## config.mk

```make
export PLATFORM = sky130hd
export DESIGN_NAME = uart_txd
export DESIGN_NICKNAME = d
export VERILOG_FILES = /design/src/rtl/uart_pkg.sv /design/src/rtl/uart_baud_gen.sv /design/src/rtl/uart_txd.sv
export SDC_FILE = /design/constraint.sdc
export NUM_CORES = 1
export LEC_CHECK = 0
export CORE_AREA = 8 8 71 73
export DETAILED_ROUTE_END_ITERATION = 8
export DIE_AREA = 0 0 79 81
export GPL_TIMING_DRIVEN = 0
export HOLD_SLACK_MARGIN = 0.15
export PLACE_DENSITY = 0.71
export SLEW_MARGIN = 20
export SYNTH_ARGS = -nofsm -noshare
export SYNTH_HDL_FRONTEND = slang
export SYNTH_SLANG_ARGS = --single-unit
```

## constraint.sdc

```tcl
create_clock -name clk -period 2.7 [get_ports clk]
set_input_delay 0.405 -clock clk [delete_from_list [all_inputs] [get_ports clk]]
set_output_delay 0.405 -clock clk [all_outputs]
set_load 0.05 [all_outputs]
```

## src/rtl/uart_pkg.sv

```systemverilog
// uart_pkg: definitions shared by the UART transmitter and receiver.
//   UART_DATA_W  - payload width of one frame
//   uart_state_t - frame FSM state encoding (IDLE/START/DATA/STOP)
//   tx_fsm_t     - transmitter FSM register bundle (state plus its counters),
//                  kept together so checkers can bind to one named signal
//   length_baud  - clk cycles per bit, one common definition for TX and RX
package uart_pkg;

  localparam int UART_DATA_W = 8;

  typedef enum logic [1:0] {
    ST_IDLE  = 2'd0,
    ST_START = 2'd1,
    ST_DATA  = 2'd2,
    ST_STOP  = 2'd3
  } uart_state_t;

  typedef struct packed {
    uart_state_t state;
    logic [2:0]  bit_idx;   // data bit currently on the line, 0..7
    logic        stop_cnt;  // stop bit currently on the line, 0..1
  } tx_fsm_t;

  function automatic int length_baud(input int clock_frequency, input int baud_rate);
    return clock_frequency / baud_rate;
  endfunction

endpackage

```

## src/rtl/uart_baud_gen.sv

```systemverilog
// uart_baud_gen: bit-period counter.
//   clk   - clock, rising edge
//   rst   - asynchronous active-high reset, counter to 0
//   clear - synchronous clear, holds the counter at 0 while high
//   tick  - high in the last cycle of a bit period (count == LENGTH_BAUD-1);
//           the counter wraps to 0 on the following edge
module uart_baud_gen #(
  parameter int LENGTH_BAUD = 868
) (
  input  logic clk,
  input  logic rst,
  input  logic clear,
  output logic tick
);

  localparam int CNT_W = (LENGTH_BAUD > 1) ? $clog2(LENGTH_BAUD) : 1;
  localparam logic [CNT_W-1:0] CNT_LAST = CNT_W'(LENGTH_BAUD - 1);

  logic [CNT_W-1:0] count;

  assign tick = (count == CNT_LAST);

  always_ff @(posedge clk or posedge rst) begin
    if (rst) begin
      count <= '0;
    end else if (clear || tick) begin
      count <= '0;
    end else begin
      count <= count + 1'b1;
    end
  end

endmodule

```

## src/rtl/uart_txd.sv

```systemverilog
// uart_txd: UART transmitter, 8 data bits, no parity, 1 or 2 stop bits.
//   clk     - clock, rising edge
//   rst     - asynchronous active-high reset; aborts any frame in flight
//   data_i  - byte to send, sampled only on handshake
//   valid_i - data_i holds a valid byte
//   ready_o - holding buffer empty
//   busy_o  - a frame is on the line (registered, aligned with txd)
//   done_o  - one-cycle pulse in the last cycle of the final stop bit
//   txd     - serial line, registered, idles high
//
// Handshake: a byte is taken when valid_i && ready_o at a rising edge. The
// byte lands in a one-deep holding buffer, so the host can queue the next
// byte while the current frame is still shifting out; valid_i held while
// ready_o is low changes nothing.
module uart_txd
  import uart_pkg::*;
#(
  parameter int CLOCK_FREQUENCY = 100_000_000,
  parameter int BAUD_RATE       = 115_200,
  parameter int STOP_BITS       = 1,
  parameter int MSB_FIRST       = 1
) (
  input  logic                   clk,
  input  logic                   rst,
  input  logic [UART_DATA_W-1:0] data_i,
  input  logic                   valid_i,
  output logic                   ready_o,
  output logic                   busy_o,
  output logic                   done_o,
  output logic                   txd
);

  localparam int LENGTH_BAUD = length_baud(CLOCK_FREQUENCY, BAUD_RATE);
  localparam logic STOP_LAST = 1'(STOP_BITS - 1);

  if (LENGTH_BAUD < 2) begin : g_bad_baud
    $error("uart_txd: CLOCK_FREQUENCY/BAUD_RATE must be at least 2");
  end
  if (STOP_BITS != 1 && STOP_BITS != 2) begin : g_bad_stop
    $error("uart_txd: STOP_BITS must be 1 or 2");
  end

  tx_fsm_t                fsm;
  logic [UART_DATA_W-1:0] hold_q;
  logic                   hold_full;
  logic [UART_DATA_W-1:0] shreg;
  logic                   baud_tick;
  logic                   cur_bit;

  assign ready_o = ~hold_full;
  assign cur_bit = (MSB_FIRST != 0) ? shreg[UART_DATA_W-1] : shreg[0];

  // Held at zero while idle so the start bit always gets a full period.
  uart_baud_gen #(
    .LENGTH_BAUD(LENGTH_BAUD)
  ) u_baud (
    .clk  (clk),
    .rst  (rst),
    .clear(fsm.state == ST_IDLE),
    .tick (baud_tick)
  );

  // txd and busy_o are registered from the current state, so the line lags
  // the FSM by one cycle: accept at edge N, state START at N+1, txd low at N+2.
  always_ff @(posedge clk or posedge rst) begin
    if (rst) begin
      fsm.state    <= ST_IDLE;
      fsm.bit_idx  <= '0;
      fsm.stop_cnt <= 1'b0;
      hold_q       <= '0;
      hold_full    <= 1'b0;
      shreg        <= '0;
      txd          <= 1'b1;
      busy_o       <= 1'b0;
      done_o       <= 1'b0;
    end else begin
      // ready_o is low whenever the buffer drains below, so an accept and a
      // drain never land on the same edge.
      if (valid_i && ready_o) begin
        hold_q    <= data_i;
        hold_full <= 1'b1;
      end

      busy_o <= (fsm.state != ST_IDLE);
      done_o <= 1'b0;

      case (fsm.state)
        ST_START: txd <= 1'b0;
        ST_DATA:  txd <= cur_bit;
        default:  txd <= 1'b1;
      endcase

      case (fsm.state)
        ST_IDLE: begin
          if (hold_full) begin
            fsm.state <= ST_START;
            shreg     <= hold_q;
            hold_full <= 1'b0;
          end
        end
        ST_START: begin
          if (baud_tick) begin
            fsm.state   <= ST_DATA;
            fsm.bit_idx <= '0;
          end
        end
        ST_DATA: begin
          if (baud_tick) begin
            shreg <= (MSB_FIRST != 0) ? {shreg[UART_DATA_W-2:0], 1'b0}
                                      : {1'b0, shreg[UART_DATA_W-1:1]};
            if (fsm.bit_idx == 3'd7) begin
              fsm.state    <= ST_STOP;
              fsm.stop_cnt <= 1'b0;
            end else begin
              fsm.bit_idx <= fsm.bit_idx + 3'd1;
            end
          end
        end
        ST_STOP: begin
          if (baud_tick) begin
            if (fsm.stop_cnt == STOP_LAST) begin
              done_o <= 1'b1;
              // A queued byte starts on the very next cycle: no idle gap.
              if (hold_full) begin
                fsm.state <= ST_START;
                shreg     <= hold_q;
                hold_full <= 1'b0;
              end else begin
                fsm.state <= ST_IDLE;
              end
            end else begin
              fsm.stop_cnt <= 1'b1;
            end
          end
        end
        default: fsm.state <= ST_IDLE;
      endcase
    end
  end

endmodule

```

Word-level counts from Yosys, hierarchy flattened. Index checks and enable logic that the tools add are counted.

Flip-flop bits (word level): 36. Input bits: 11. Output and inout bits: 4. Logic and storage cells: 65.

Add/subtract/negate cells: 2. Eq/ne operators: 12. Multiplexer cells: 29. Bitwise logic cells: 1. Reductions and logical operators: 11.

Operators with widths (count): 2-to-1 mux 8 bit (4); one-hot mux 8 bit (3 select lines) (1); AND reduction 4 bit (3); 2-to-1 mux 1 bit (11); adder 10 x 1 -> 10 bit (second input constant) (1); equality test 10 bit (second input constant) (1); 2-to-1 mux 10 bit (1); 2-to-1 mux 2 bit (4); != test 2 bit (second input constant) (4); one-hot mux 2 bit (4 select lines) (1); 2-to-1 mux 6 bit (1); != test 2 x 1 -> 1 bit (second input constant) (3); one-hot mux 1 bit (2 select lines) (3); one-hot mux 3 bit (2 select lines) (1); AND reduction 6 bit (1); nonzero test 2 bit (3); 2-to-1 mux 5 bit (1); equality test 2 bit (second input constant) (2); adder 3 x 1 -> 3 bit (second input constant) (1); equality test 3 bit (second input constant) (1); 2-to-1 mux 3 bit (1); nonzero test 3 bit (1); equality test 2 x 1 -> 1 bit (second input constant) (1); logical NOT 2 bit (1); other kinds (3) (3).

Longest topological paths before layout. Gate-level depths: netlist (run 1).

Word-level depth: 7. Gate-level depth with buffers: 7. Depth with buffers taken out: 6.

Cells and area by module. A second synthesis (run 1) with hierarchy kept.

Cells, all modules: 152. Area, all modules: 1864.3 um2.

Modules (own cells, without submodules): uart_txd (times used 1, cells an instance 95, area each 1295.0 um2, sequential area each 626.9 um2); uart_baud_gen (times used 1, cells an instance 57, area each 569.3 um2, sequential area each 250.2 um2).

Worst setup path after synthesis (run 1). OpenSTA, ideal clock, no wires.

Path kind: register to register. Start point: register u_baud.count[3]. End point: register shreg[0]. Setup time: 0.125 ns. Arrival time: 2.170 ns. Data required time: 2.575 ns. Path slack: 0.405 ns. Cell stages (with the launch flop): 5. Buffers on the path: 0. Period minus slack after synthesis: 2.295 ns. Cell sequence: dfrtp_1 or4b_1 or4_4 a211oi_4 mux2_2.

Longest elaborated chain between the ends: 3. Elaborated cells on any way between the ends: 4. Classes of those cells: eq/ne (3); reduce/logical (1).

RTL lines: start, declared (RTL line uart_baud_gen.sv:19) `logic [CNT_W-1:0] count;`; start signal, assigned (RTL line uart_baud_gen.sv:29) `count <= count + 1'b1;`; equality test 10 bit (*) (RTL line uart_baud_gen.sv:21) `assign tick = (count == CNT_LAST);`; != test 2 x 1 -> 1 bit (no line); AND reduction 4 bit (no line) (*); end signal, assigned (RTL line uart_txd.sv:97) `shreg <= hold_q;`; end signal, assigned (RTL line uart_txd.sv:109) `shreg <= (MSB_FIRST != 0) ? {shreg[UART_DATA_W-2:0], 1'b0}`; end signal, assigned (RTL line uart_txd.sv:126) `shreg <= hold_q;`; end, declared (RTL line uart_txd.sv:46) `logic [UART_DATA_W-1:0] shreg;`.

Mark *: on every way between the ends. The rest lies on a longest branch, timed or not. A chain may end at the register's enable or synchronous reset.

Worst setup path in the final report (run 1).
Start point: register u_baud.count[3]. End point: register shreg[5].

The elaborated chain is that of the path after synthesis.

==> impl_metrics.tcl, run 1 <==
set metrics [dict create \
    synth_ff_type "dfrtp_1" \
    fin_util_pct 50.4 \
    combPwrFrac_pct 43.0 \
    pwr-share-clk_pct 16.8 \
    dp_cells 208 \
    vias 1100 \
    cts_buffer_depth 2 \
    netlist_instances 144 \
    syn_area_per_cell_um2 11.7 \
    r2r-start "u_baud.count[3]" \
    netSwitchingFraction_pct 36.0 \
    synth_area_leader_cell "dfrtp_1" \
    critPathCaptureType "register" \
    cpPeakStageDelay_ns 0.54 \
    run_status "completed" \
    seq_power_share_pct 40.2 \
    port_buffers 14 \
    rsz0062_at_grt "no" \
    synth_area_mm2 0.00169 \
    firstDrtPassIters 4 \
    drtIter0Drc 42 \
    cts_root_buffer "clkbuf_8" \
    synth_edf_count 0 \
    worstSetupPathType "reg -> reg" \
    antenna_found_initial 0 \
    ctsHoldBuffers 0 \
    synth_nets 163 \
    grt_max_degree 36 \
    min_from "shreg[7]" \
    internal_power_w 0.00137 \
    max_freq_ghz 0.402 \
    met1Wirelength_um 1360 \
    switchingPower_w 0.000770 \
    grt-ovfl-total 0 \
    yosys-top-cells-area "dfrtp_1 (50%), mux2_2 (15%), ha_1 (5.9%)" \
    die_h_um 81 \
    yosysSeqAreaShare_pct 52.0 \
    start_util_pct 43.1 \
    r2r-end "shreg[5]" \
    wl_met2_um 1460 \
    grt_first_pass_wirelength_um 5410 \
    min_period_ns 2.49 \
    diodes 0 \
    fin_setup_tns_ns 0 \
    synthMostInstantiatedCell "dfrtp_1" \
    drive_above_1_share_pct 21.1 \
    whs_endpoint "txd" \
    irDropWorstVdd_v 0.000525 \
    synth_seq_cells 35 \
    path_cells "or4b_1 -> or4_4 -> a211oi_4 -> mux2_2" \
    crit_slowest_cell "or4_4" \
    detail-route-antenna-nets 0 \
    syn_to_final_growth_pct 16.8 \
    io_pins 15 \
    hold_slack_ns 0.483 \
    finalCritPeriodShare_pct 92.1 \
    cp-start-kind "register" \
    final.setup_skew_ns 0.00321 \
    place_congestion 0.863 \
    cts_tree "done" \
    post-route-drc-count 0 \
    post-place-ws_ns 0.215 \
    clock_latency_ns 0.28 \
    via_per_inst 5.09 \
    setup_viol 0 \
    rr_worst_depth 4 \
    post_cts_buffers 0 \
    row_count 23 \
    cts_sinks 35 \
    fin_ws_ns 0.212 \
    worstMarginPinSlew_ns 0.707 \
    fin_nets 184 \
    drt_wl_total_um 2970 \
    yosys_warnings 0 \
    cts_resized 0 \
    grt_util_all_layers_pct 10.7 \
    die_w_um 79 \
    synth_common_cells "dfrtp_1 (34), mux2_2 (23), nor2_1 (15), inv_1 (9)" \
    yosysTopAreaCellShare_pct 50.4 \
    ys_types 32 \
    clkTransAtPathRegs_ns 0.07 \
    dieArea_mm2 0.00640 \
    cp_top_family "simple AND/OR/NAND/NOR gates" \
    finalHoldViolations 0 \
    cts-buffers-inserted 5 \
    crit_buf_inv 0 \
    grt_pass1_vias 1213 \
    ys_async_sr_fraction_pct 100 \
    worst-path-max-fanout 8 \
    coreArea_mm2 0.00391 \
    p_leak_nw 0.845 \
    reg2reg_slack_ns 0.21 \
    wl_per_cell_um 13.8 \
    cts.htree.levels 2 \
    hold_path_depth 1 \
    highest_layer "met4" \
    drv_cap 0 \
    required_ns 2.87 \
    max_slew_margin_pct 52.8 \
    met3WireLength_um 102 \
    worstHoldPathType "reg -> reg" \
    dpl.hpwl_um 2160 \
    worstPathArrival_ns 2.65 \
    drv_slew 0 \
    cellPowerDensity_mw_per_mm2 1080 \
    fin_cells 216 \
]
-- through the flow --
stage / cell area (um2) / total power [W]
floorplan: 1690 / 0.00158
global placement: 1890 / 0.00176
detailed placement: 1890 / 0.00180
CTS: 1970 / 0.00217
global route: 1970 / 0.00231
finish: 1970 / 0.00214
-- worst max-delay path by stage --
stage | endpoint | depth (start not counted) | slack (ns) | startpoint
floorplan | shreg[0] | 4 | 0.40 | u_baud.count[3]
global placement | shreg[6] | 4 | 0.25 | u_baud.count[3]
global route | shreg[3] | 4 | 0.14 | u_baud.count[3]
detailed placement | shreg[5] | 4 | 0.21 | u_baud.count[3]
finish | shreg[5] | 4 | 0.21 | u_baud.count[3]
CTS | shreg[5] | 4 | 0.21 | u_baud.count[3]
-- routing by layer --
metal  global-route usage, %  up-vias
li1                        -      544
met1                    12.1      537
met2                    18.0       14
met3                    3.86        5
met4                    4.44        0
met5                       0        -
-- state kept, by name, indices dropped and copies added, names as in the netlist --
register / count
hold_q: 8
shreg: 8
u_baud.count: 10
hold_full: 1
done_o: 1
txd: 1
busy_o: 1
fsm: 5
-- cell usage in the layout, fill, tap and decap left out --
| cell | n |
|---|---|
| or4_4 | 1 |
| nor3_1 | 1 |
| a22oi_1 | 1 |
| dfstp_2 | 1 |
| a21o_1 | 1 |
| ha_1 | 8 |
| a211oi_4 | 1 |
| xnor2_1 | 6 |
| or2_2 | 1 |
| clkdlybuf4s50_1 | 14 |
| o32ai_1 | 1 |
| or4b_2 | 1 |
| clkbuf_1 | 6 |
| inv_2 | 1 |
| a221oi_1 | 1 |
| o21ai_0 | 3 |
| nand4_1 | 1 |
| mux2i_1 | 2 |
| nand2_1 | 8 |
| clkbuf_8 | 5 |
| and3_1 | 1 |
| o311ai_0 | 1 |
| a31oi_1 | 1 |
| nand3_1 | 8 |
| dfrtp_1 | 34 |
| mux2_2 | 23 |
| nor4_1 | 1 |
| a211oi_1 | 1 |
| nor2_1 | 15 |
| clkinv_2 | 1 |
| or4b_1 | 1 |
| inv_1 | 8 |
| nor2b_1 | 3 |
| a211o_1 | 1 |
| xor2_1 | 2 |
| o211ai_1 | 1 |
-- power groups by stage --
stage,combinational [W],clock (W),sequential [W]
3_5_place_dp,0.000929,0,0.000875
6_report,0.000920,0.000359,0.000860
5_1_grt,0.00102,0.000391,0.000898
2_1_floorplan,0.000695,0,0.000886
3_3_place_gp,0.000901,0,0.000858
4_1_cts,0.000933,0.000369,0.000869
-- logic make-up after synthesis --
kind of cell / count (synthesis) / synth area share, %
muxes: 25 / 16.5
xor gates and xnor gates: 8 / 4.15
AOI/OAI and AO/OA: 13 / 6.30
buffers and inverters: 13 / 2.89
and+or+nand+nor: 42 / 12.2
adders and majority gates: 8 / 5.93
DFF: 35 / 52.0
-- layout make-up --
class | instances | area (um2)
well taps | 50 | 62.6
inverters | 9 | 33.8
repair buffers | 14 | 140
flip-flops and latches | 35 | 877
plain buffers | 4 | 15.0
clock inverters | 1 | 5.00
clock buffers | 7 | 76.3
multi-input cells | 96 | 762
fillers | 367 | 1940
Note: power is estimated with default switching activity, not from simulation.
==> run 2: changes to the inputs <==
--- a/config.mk
+++ b/config.mk
@@ -15,3 +15,4 @@
 export SYNTH_ARGS = -nofsm -noshare
 export SYNTH_HDL_FRONTEND = slang
 export SYNTH_SLANG_ARGS = --single-unit
+export TNS_END_PERCENT = 5
==> results of run 2 <==
The final DEF is identical to that of run 1; final timing and power are the same.
